## src/rtl/am_ctrl_pkg.sv

```systemverilog
// Shared encodings and defaults for the AM stream controller.
package am_ctrl_pkg;

    typedef enum logic [1:0] {
        ST_IDLE  = 2'd0,
        ST_PRIME = 2'd1,
        ST_RUN   = 2'd2,
        ST_DRAIN = 2'd3
    } state_t;

    localparam logic SRC_HOST = 1'b0;
    localparam logic SRC_TEST = 1'b1;

    localparam int DEFAULT_TIMEOUT = 100000;

    // Saturating increment for an up-to-32-bit counter value of the given width.
    function automatic logic [31:0] sat_inc(input logic [31:0] value, input int width);
        logic [31:0] max_v;
        max_v = (width >= 32) ? 32'hFFFF_FFFF : ((32'd1 << width) - 32'd1);
        if (value >= max_v) begin
            sat_inc = max_v;
        end else begin
            sat_inc = value + 32'd1;
        end
    endfunction

endpackage

```

## src/rtl/am_prefetch_buf.sv

```systemverilog
// Two-deep prefetch stage: buf_data_r holds the next word, out_r is what the modulator sees.
module am_prefetch_buf (
    input  logic       clk,
    input  logic       rst,
    input  logic       flush,
    input  logic       refill_en,
    input  logic       src_empty,
    input  logic [7:0] src_sample,
    input  logic       prime_load,
    input  logic       consume,
    output logic       pop,
    output logic [7:0] out_sample,
    output logic       buf_valid,
    output logic       out_loaded
);

    logic [7:0] out_r;
    logic [7:0] buf_data_r;
    logic       buf_valid_r;
    logic       out_loaded_r;
    logic       load_s;

    // Pop and move decisions; a pop needs an empty buffer, a move needs a full one.
    always_comb begin
        pop    = 1'b0;
        load_s = 1'b0;
        if (refill_en && !buf_valid_r && !src_empty) begin
            pop = 1'b1;
        end else begin
            pop = 1'b0;
        end
        if (buf_valid_r && ((prime_load && !out_loaded_r) || consume)) begin
            load_s = 1'b1;
        end else begin
            load_s = 1'b0;
        end
    end

    // Stage registers: capture on pop, shift buffer into output on load.
    always_ff @(posedge clk) begin
        if (rst || flush) begin
            out_r        <= 8'h00;
            buf_data_r   <= 8'h00;
            buf_valid_r  <= 1'b0;
            out_loaded_r <= 1'b0;
        end else if (pop) begin
            buf_data_r  <= src_sample;
            buf_valid_r <= 1'b1;
        end else if (load_s) begin
            out_r        <= buf_data_r;
            buf_valid_r  <= 1'b0;
            out_loaded_r <= 1'b1;
        end
    end

    assign out_sample = out_r;
    assign buf_valid  = buf_valid_r;
    assign out_loaded = out_loaded_r;

endmodule

```

## src/rtl/am_stream_ctrl.sv

```systemverilog
// Sequences the AM PWM modulator and feeds it from one of two FWFT sources,
// stopping only on symbol boundaries and auto-stopping on prolonged starvation.
module am_stream_ctrl
    import am_ctrl_pkg::*;
#(
    parameter int TIMEOUT   = DEFAULT_TIMEOUT,
    parameter int CNT_WIDTH = 16
) (
    input  logic                 clk,
    input  logic                 rst,
    input  logic                 start,
    input  logic                 stop,
    input  logic                 src_sel,
    input  logic [7:0]           s0_sample,
    input  logic                 s0_empty,
    output logic                 s0_read,
    input  logic [7:0]           s1_sample,
    input  logic                 s1_empty,
    output logic                 s1_read,
    output logic [7:0]           mod_sample,
    output logic                 mod_empty,
    input  logic                 mod_read,
    input  logic                 mod_symb_clk,
    output logic                 mod_enable,
    output logic                 mod_rst,
    output logic                 busy,
    output logic                 auto_stopped,
    output logic [CNT_WIDTH-1:0] underflow_cnt
);

    localparam int TW = $clog2(TIMEOUT + 1);
    localparam logic [TW-1:0] TIMER_LAST = TW'(TIMEOUT - 1);

    state_t               state_r;
    state_t               state_s;
    logic                 src_r;
    logic [TW-1:0]        starve_timer_r;
    logic [TW-1:0]        drain_timer_r;
    logic                 starved_prev_r;
    logic                 symb_prev_r;
    logic [CNT_WIDTH-1:0] underflow_cnt_r;
    logic                 auto_stopped_r;

    logic       sel_empty_s;
    logic [7:0] sel_sample_s;
    logic       refill_en_s;
    logic       pop_s;
    logic       buf_valid_s;
    logic       out_loaded_s;
    logic       starved_s;
    logic       starve_hit_s;
    logic       drain_hit_s;
    logic       toggle_s;
    logic       accept_start_s;

    // Source mux and per-cycle condition decode.
    always_comb begin
        sel_empty_s    = 1'b1;
        sel_sample_s   = 8'h00;
        if (src_r == SRC_TEST) begin
            sel_empty_s  = s1_empty;
            sel_sample_s = s1_sample;
        end else begin
            sel_empty_s  = s0_empty;
            sel_sample_s = s0_sample;
        end
        // A pop in the cycle that leaves PRIME/RUN would only be thrown away.
        refill_en_s    = ((state_r == ST_PRIME) || (state_r == ST_RUN)) && !stop && !rst;
        starved_s      = (state_r == ST_RUN) && !buf_valid_s && sel_empty_s;
        starve_hit_s   = starved_s && (starve_timer_r == TIMER_LAST);
        drain_hit_s    = (drain_timer_r == TIMER_LAST);
        toggle_s       = mod_symb_clk ^ symb_prev_r;
        accept_start_s = (state_r == ST_IDLE) && start && !stop;
    end

    am_prefetch_buf u_prefetch (
        .clk        (clk),
        .rst        (rst),
        .flush      (state_r == ST_IDLE),
        .refill_en  (refill_en_s),
        .src_empty  (sel_empty_s),
        .src_sample (sel_sample_s),
        .prime_load (state_r == ST_PRIME),
        .consume    ((state_r == ST_RUN) && mod_read),
        .pop        (pop_s),
        .out_sample (mod_sample),
        .buf_valid  (buf_valid_s),
        .out_loaded (out_loaded_s)
    );

    // Next-state logic.
    always_comb begin
        state_s = state_r;
        case (state_r)
            ST_IDLE: begin
                if (accept_start_s) begin
                    state_s = ST_PRIME;
                end else begin
                    state_s = ST_IDLE;
                end
            end
            ST_PRIME: begin
                if (stop) begin
                    state_s = ST_IDLE;
                end else if (out_loaded_s && buf_valid_s) begin
                    state_s = ST_RUN;
                end else begin
                    state_s = ST_PRIME;
                end
            end
            ST_RUN: begin
                if (stop || starve_hit_s) begin
                    state_s = ST_DRAIN;
                end else begin
                    state_s = ST_RUN;
                end
            end
            ST_DRAIN: begin
                if (toggle_s || drain_hit_s) begin
                    state_s = ST_IDLE;
                end else begin
                    state_s = ST_DRAIN;
                end
            end
            default: begin
                state_s = ST_IDLE;
            end
        endcase
    end

    // Output decode from registered state.
    always_comb begin
        mod_enable = 1'b0;
        mod_rst    = 1'b1;
        mod_empty  = 1'b1;
        case (state_r)
            ST_IDLE: begin
                mod_enable = 1'b0;
                mod_rst    = 1'b1;
                mod_empty  = 1'b1;
            end
            ST_PRIME: begin
                mod_enable = 1'b0;
                mod_rst    = 1'b0;
                mod_empty  = 1'b1;
            end
            ST_RUN: begin
                mod_enable = 1'b1;
                mod_rst    = 1'b0;
                mod_empty  = !buf_valid_s;
            end
            ST_DRAIN: begin
                mod_enable = 1'b1;
                mod_rst    = 1'b0;
                mod_empty  = 1'b1;
            end
            default: begin
                mod_enable = 1'b0;
                mod_rst    = 1'b1;
                mod_empty  = 1'b1;
            end
        endcase
    end

    // State register.
    always_ff @(posedge clk) begin
        if (rst) begin
            state_r <= ST_IDLE;
        end else begin
            state_r <= state_s;
        end
    end

    // Source latch and symbol-clock history.
    always_ff @(posedge clk) begin
        if (rst) begin
            src_r       <= SRC_HOST;
            symb_prev_r <= 1'b0;
        end else begin
            symb_prev_r <= mod_symb_clk;
            if (accept_start_s) begin
                src_r <= src_sel;
            end
        end
    end

    // Starvation and drain timers.
    always_ff @(posedge clk) begin
        if (rst) begin
            starve_timer_r <= '0;
            drain_timer_r  <= '0;
            starved_prev_r <= 1'b0;
        end else begin
            starved_prev_r <= starved_s;
            if (starved_s) begin
                starve_timer_r <= starve_timer_r + TW'(1);
            end else begin
                starve_timer_r <= '0;
            end
            if (state_r == ST_DRAIN) begin
                drain_timer_r <= drain_timer_r + TW'(1);
            end else begin
                drain_timer_r <= '0;
            end
        end
    end

    // Session statistics: underflow episodes and the auto-stop flag.
    always_ff @(posedge clk) begin
        if (rst) begin
            underflow_cnt_r <= '0;
            auto_stopped_r  <= 1'b0;
        end else if (accept_start_s) begin
            underflow_cnt_r <= '0;
            auto_stopped_r  <= 1'b0;
        end else begin
            if (starved_s && !starved_prev_r) begin
                underflow_cnt_r <= CNT_WIDTH'(sat_inc(32'(underflow_cnt_r), CNT_WIDTH));
            end
            if (starve_hit_s && !stop) begin
                auto_stopped_r <= 1'b1;
            end
        end
    end

    assign s0_read       = pop_s && (src_r == SRC_HOST);
    assign s1_read       = pop_s && (src_r == SRC_TEST);
    assign busy          = (state_r != ST_IDLE);
    assign auto_stopped  = auto_stopped_r;
    assign underflow_cnt = underflow_cnt_r;

endmodule

```

## config.mk

```make
export PLATFORM = sky130hd
export DESIGN_NAME = am_stream_ctrl
export DESIGN_NICKNAME = d
export VERILOG_FILES = /design/src/rtl/am_ctrl_pkg.sv /design/src/rtl/am_prefetch_buf.sv /design/src/rtl/am_stream_ctrl.sv
export SDC_FILE = /design/constraint.sdc
export NUM_CORES = 1
export LEC_CHECK = 0
export ABC_CLOCK_PERIOD_IN_PS = 2200
export CORE_MARGIN = 2
export CORE_UTILIZATION = 45
export CTS_BUF_LIST = sky130_fd_sc_hd__clkbuf_8
export CTS_CLUSTER_SIZE = 8
export DETAILED_ROUTE_END_ITERATION = 7
export GPL_TIMING_DRIVEN = 0
export PLACE_DENSITY = 0.8
export SLEW_MARGIN = 20
export SYNTH_ARGS = -nofsm -noshare
export SYNTH_HDL_FRONTEND = slang
export SYNTH_HIERARCHICAL = 1
export SYNTH_SLANG_ARGS = --single-unit
```

## constraint.sdc

```tcl
create_clock -name clk -period 2.2 [get_ports clk]
set_input_delay 0.22 -clock clk [delete_from_list [all_inputs] [get_ports clk]]
set_output_delay 0.22 -clock clk [all_outputs]
set_load 0.03 [all_outputs]
```

## After elaboration in Yosys (flattened, before gate mapping)

Cells that the tools add are included.

- Logic and storage cells: 81
- Bits of input ports: 25
- Output and inout port bits: 31
- Flip-flop bits (word level): 74

- Magnitude comparators: 1
- $add $sub $neg: 3
- Mux-type cells: 16
- Bitwise operators: 5
- Reductions and logical operators: 39
- Eq/ne operators: 5

Operators with widths:

| kind | count |
|---|---|
| 17-bit by 1-bit adder with 17-bit output, second input constant | 2 |
| 17-bit == test, second input constant | 2 |
| 1-bit logical AND | 17 |
| 16-bit by 1-bit adder with 16-bit output, second input constant | 1 |
| 16-bit greater-or-equal comparator, second input constant | 1 |
| 16-bit two-way mux | 1 |
| 2-bit OR reduction | 5 |
| 8-bit two-way mux | 1 |
| 2-bit one-hot mux with 4 select lines | 1 |
| 1-bit two-way mux | 7 |
| 1-bit logical NOT | 6 |
| 2-bit two-way mux | 3 |
| 1-bit one-hot mux with 2 select lines | 3 |
| 3-bit OR reduction | 2 |
| 1-bit logical OR | 5 |
| 2-bit == test, second input constant | 2 |
| 1-bit inverter | 4 |
| 2-bit nonzero test | 2 |
| 2-bit by 1-bit == test with 1-bit output, second input constant | 1 |
| 2-bit logical NOT | 1 |
| 2-bit AND reduction | 1 |
| 1-bit XOR | 1 |

## Logic depth before layout (Yosys ltp)

- Depth after elaboration: 9
- Gate-level depth with buffers: 8
- Mapped depth without buffers: 6

## Modules after synthesis

Netlist, hierarchy kept.

By module, submodules not included:

| module | sequential area each (µm²) | cells an instance | times used | area an instance (µm²) |
|---|---|---|---|---|
| am_stream_ctrl | 1121.1 | 325 | 1 | 2815.2 |
| am_prefetch_buf | 360.3 | 71 | 1 | 715.7 |

## Least setup slack after synthesis

OpenSTA, ideal clock, no wires.

- Path type: reg-to-reg
- Start point: register state_r[0]
- End point: register underflow_cnt_r[11], in the netlist underflow_cnt[11]
- Clock period less this slack: 2401 ps
- Setup slack: -201 ps
- Setup time: 74 ps
- Buffers on the path: 1
- Data required time: 2126 ps
- Arrival: 2327 ps
- Stages on the path, launching flop included: 8
- Cells stage by stage: dfxtp_1 > inv_1 > ha_1 > or3b_1 > or4_4 > or4_4 > buf_6 > a31oi_1

- Cells in the longest elaborated chain, start to end: 4
- Elaborated cells between the ends (all ways): 8
- Classes of those cells: eq/ne: 1; reduce/logical: 7

Ends and longest elaborated chain:

| what | RTL line | source |
|---|---|---|
| start, declared | am_stream_ctrl.sv:34 | `state_t state_r;` |
| start signal, assigned | am_stream_ctrl.sv:170 | `state_r <= state_s;` |
| 2-bit == test / 2-bit logical NOT (equally long branches) | am_stream_ctrl.sv:69, am_stream_ctrl.sv:73 |  |
| 1-bit logical AND, on equally long branches (2 in series) | am_stream_ctrl.sv:69, am_stream_ctrl.sv:73 |  |
| 1-bit logical AND / 2-bit OR reduction (equally long branches) | n/a |  |
| end signal, assigned | am_stream_ctrl.sv:218 | `underflow_cnt_r <= CNT_WIDTH'(sat_inc(32'(underflow_cnt_r), CNT_WIDTH));` |
| end, declared | am_stream_ctrl.sv:41 | `logic [CNT_WIDTH-1:0] underflow_cnt_r;` |

Parallel ways exist; a longest one is shown, timed or not.
A chain may end at the register's enable or synchronous reset.

## Worst setup path after layout

- Start point: register state_r[0]
- End point: register underflow_cnt_r[0], in the netlist underflow_cnt[0]

Same word-level chain as after synthesis.

==> metrics.yaml <==
rr_worst_depth: 7
ys.flop_type: "dfxtp_1"
postRouteWirelength_um: 7930
diodes: 0
peakVddDrop_v: 0.000370
drive_above_1_share_pct: 16.4
cp.arrival_ns: 2.54
grt_pass1_wl_um: 13100
grt.total_usage_pct: 19.0
clock_path_buffers: 2
cp_max_fo: 5
synth_warnings: 6
clock_latency_ns: 0.35
wire_per_inst_um: 13.7
fillers: 628
io_buffers: 55
rsz0062_at_grt: "yes"
min-delay-start: "auto_stopped$_SDFFE_PP0P_"
r2r_start: "state_r[0]$_SDFF_PP0_"
clockRootBuffer: "clkbuf_8"
power.density_mw_per_mm2: 568
whs_ns: 0.446
setup_viol: 10
grt_pass1_vias: 2940
netlist_top_cells_area: "dfxtp_1 (42%), mux2i_1 (5.4%), nand2_1 (3.7%)"
slew_violations: 0
fin_nets: 505
hpwl_um: 5540
min_to: "auto_stopped$_SDFFE_PP0P_"
ys_seq_area_share_pct: 42.0
setup_slack_ns: -0.0701
fmax_ghz: 0.441
synth_seq_cells: 74
multi_input_area_mm2: 0.00204
final-seq-area_mm2: 0.00149
areaGrowthSynthToFinish_pct: 31.8
crit_chain: "inv_2, ha_4, or3b_4, or4_4, or4_4, buf_6, a21oi_1"
detail-route-antenna-nets: 0
die_y_um: 92.6
critPathSlowestCell: "or4_4"
r2r_end: "underflow_cnt[0]$_SDFFE_PP0P_"
worstSetupPathType: "flip-flop to flip-flop"
synth_edf_count: 0
dieArea_mm2: 0.00857
syn_area_mm2: 0.00353
fp-row-count: 32
vias: 3073
r2r_slack_ns: -0.07
worst_pin_slew_ns: 0.814
core_area_mm2: 0.00765
dp_slack_ns: -0.678
grt_max_degree: 13
routed_via_density: 5.31
crit_required_ns: 2.47
clkTransAtPathRegs_ns: 0.07
firstDrtPassIters: 5
io_pins: 56
slew-limit-headroom_pct: 45.3
drc: 0
start_kind: "flip-flop"
grt.overflow.total: 0
yosysTopAreaCell: "dfxtp_1"
start_util_pct: 46.2
yosys.area.top_type_share_pct: 42.0
syn-num-nets: 429
final_common_cell: "dfxtp_1"
holdCritPathClass: "flip-flop to flip-flop"
fin_crit_sh_pct: 103
end_kind: "flip-flop"
drt_iter0_markers: 77
p_leak_uw: 0.00151
violations: "negative setup slack"
cts.sinks: 74
mostFrequentLayoutCells: "dfxtp_1 (68), clkdlybuf4s50_1 (52), nand2_1 (35), nor2_1 (35), nand3_1 (19)"
clock_skew_ns: 0.0129
fp.dieW_um: 92.6
cts-buffers-inserted: 9
synthArstFlopShare_pct: 0
cp_common_cell: "or4_4"
antenna_found_initial: 0
hold_depth: 2
critPathTopFamily: "simple AND/OR/NAND/NOR gates"
cts_tree: "built"
cp_slowest_stage_delay_ns: 0.58
synth.distinct_cells: 52
avgSynthCellArea_um2: 8.92
period_minus_slack_ns: 2.27
critPathBufInv: 2
postSynthCellCount: 396
hold_viol_final: 0
cts_max_level: 3
maxCapViolCount: 0
gp_congestion: 0.867
outcome: "complete, but fails checks"
## cell type report
type	instances	share of cell area, %
multi-input combinational	294	43.8
sequential	74	32.1
timing repair buffer	65	13.6
clock buffer	11	3.25
tap	102	2.74
clock inverter	5	1.67
buffer	13	1.67
inverter	15	1.21
## timing repair
action / CTS / global route
pin swaps: 3 / 2
hold buffers: 0 / 0
endpoints found under the setup margin: 18 / 18
gates cloned: 1 / 0
resized for setup: 29 / 12
buffers inserted: 7 / 2
## per-layer routing
metal	up-vias	share of wire [%]	routed length, µm	track usage [%]
met5	-	0	0	0
met2	71	50	3980	33.0
met4	0	1.3	105	5.22
met3	11	4.1	324	6.43
met1	1424	44	3520	22.3
li1	1567	-	-	-
## cells by family (layout without fill, tap and decap cells)
logic type / count (synthesis) / after routing / synth area share (%)
flops: 74 / 74 / 42.0
compound gates: 53 / 53 / 8.79
simple gates: 179 / 179 / 28.0
buf+inv: 28 / 109 / 3.76
fa+ha+maj: 8 / 8 / 2.83
mux: 27 / 27 / 7.94
xor+xnor: 27 / 27 / 6.70
## Yosys cell counts, types with 2 or more instances
cell,instances
dfxtp_1,74
nand2_1,35
nor2_1,35
a21oi_1,21
mux2i_1,19
nand3_1,19
inv_1,15
xor2_1,14
o21ai_0,13
or3_1,13
xnor2_1,13
nand4_1,9
a31oi_1,8
ha_1,8
mux2_2,8
nor3_1,8
nor4_1,8
and4_1,7
clkbuf_1,7
or4_1,7
nand2b_1,5
and2_1,4
nor2b_1,4
and3_1,3
buf_6,3
nor3b_1,3
o21a_1,3
or2_2,3
nand4b_1,2
o31ai_1,2
or4_4,2
## power by group
part	internal, µW	switching [µW]	total [µW]
Sequential	1340	2.30	1340
Clock	697	489	1190
Combinational	67.1	47.3	114
## worst max path at each step
stage                                      from                              to  slack, ns  cells after the start
after global routing      state_r[0]$_SDFF_PP0_  underflow_cnt[10]$_SDFFE_PP0P_      -0.14                      7
after floorplan           state_r[0]$_SDFF_PP0_  underflow_cnt[11]$_SDFFE_PP0P_       0.02                      7
after detailed placement               s1_empty                         s0_read      -0.68                      7
after global placement                 s1_empty                         s0_read      -0.58                      7
after CTS                 state_r[0]$_SDFF_PP0_  underflow_cnt[11]$_SDFFE_PP0P_      -0.09                      7
final                     state_r[0]$_SDFF_PP0_   underflow_cnt[0]$_SDFFE_PP0P_      -0.07                      7
## flip-flops by register name, indices dropped and copies added (netlist names)
| signal | count |
|---|---|
| src_r | 1 |
| u_prefetch/out_sample | 8 |
| u_prefetch/buf_data_r | 8 |
| auto_stopped | 1 |
| starved_prev_r | 1 |
| u_prefetch/out_loaded | 1 |
| symb_prev_r | 1 |
| u_prefetch/buf_valid | 1 |
| drain_timer_r | 17 |
| starve_timer_r | 17 |
| state_r | 2 |
| underflow_cnt | 16 |
## per-stage QoR
| stage | total power [µW] | instances | setup TNS, ns | cell area (µm²) | utilization (%) |
|---|---|---|---|---|---|
| CTS | 2660 | 577 | -0.744 | 4570 | 59.7 |
| global placement | 1470 | 553 | -3.26 | 4230 | 55.3 |
| floorplan | 1420 | 396 | 0 | 3550 | - |
| detailed placement | 1470 | 553 | -4.13 | 4230 | 55.3 |
| global route | 2720 | 579 | -1.19 | 4650 | 60.8 |
| finish | 2640 | 579 | -0.524 | 4650 | 60.8 |
## worst reg2reg max path: stages, from the launching register on
cell	delay, ns
dfxtp_2	0.33
inv_2	0.08
ha_4	0.12
or3b_4	0.38
or4_4	0.43
or4_4	0.58
buf_6	0.17
a21oi_1	0.11
No activity file was read; power rests on OpenSTA's default activity.
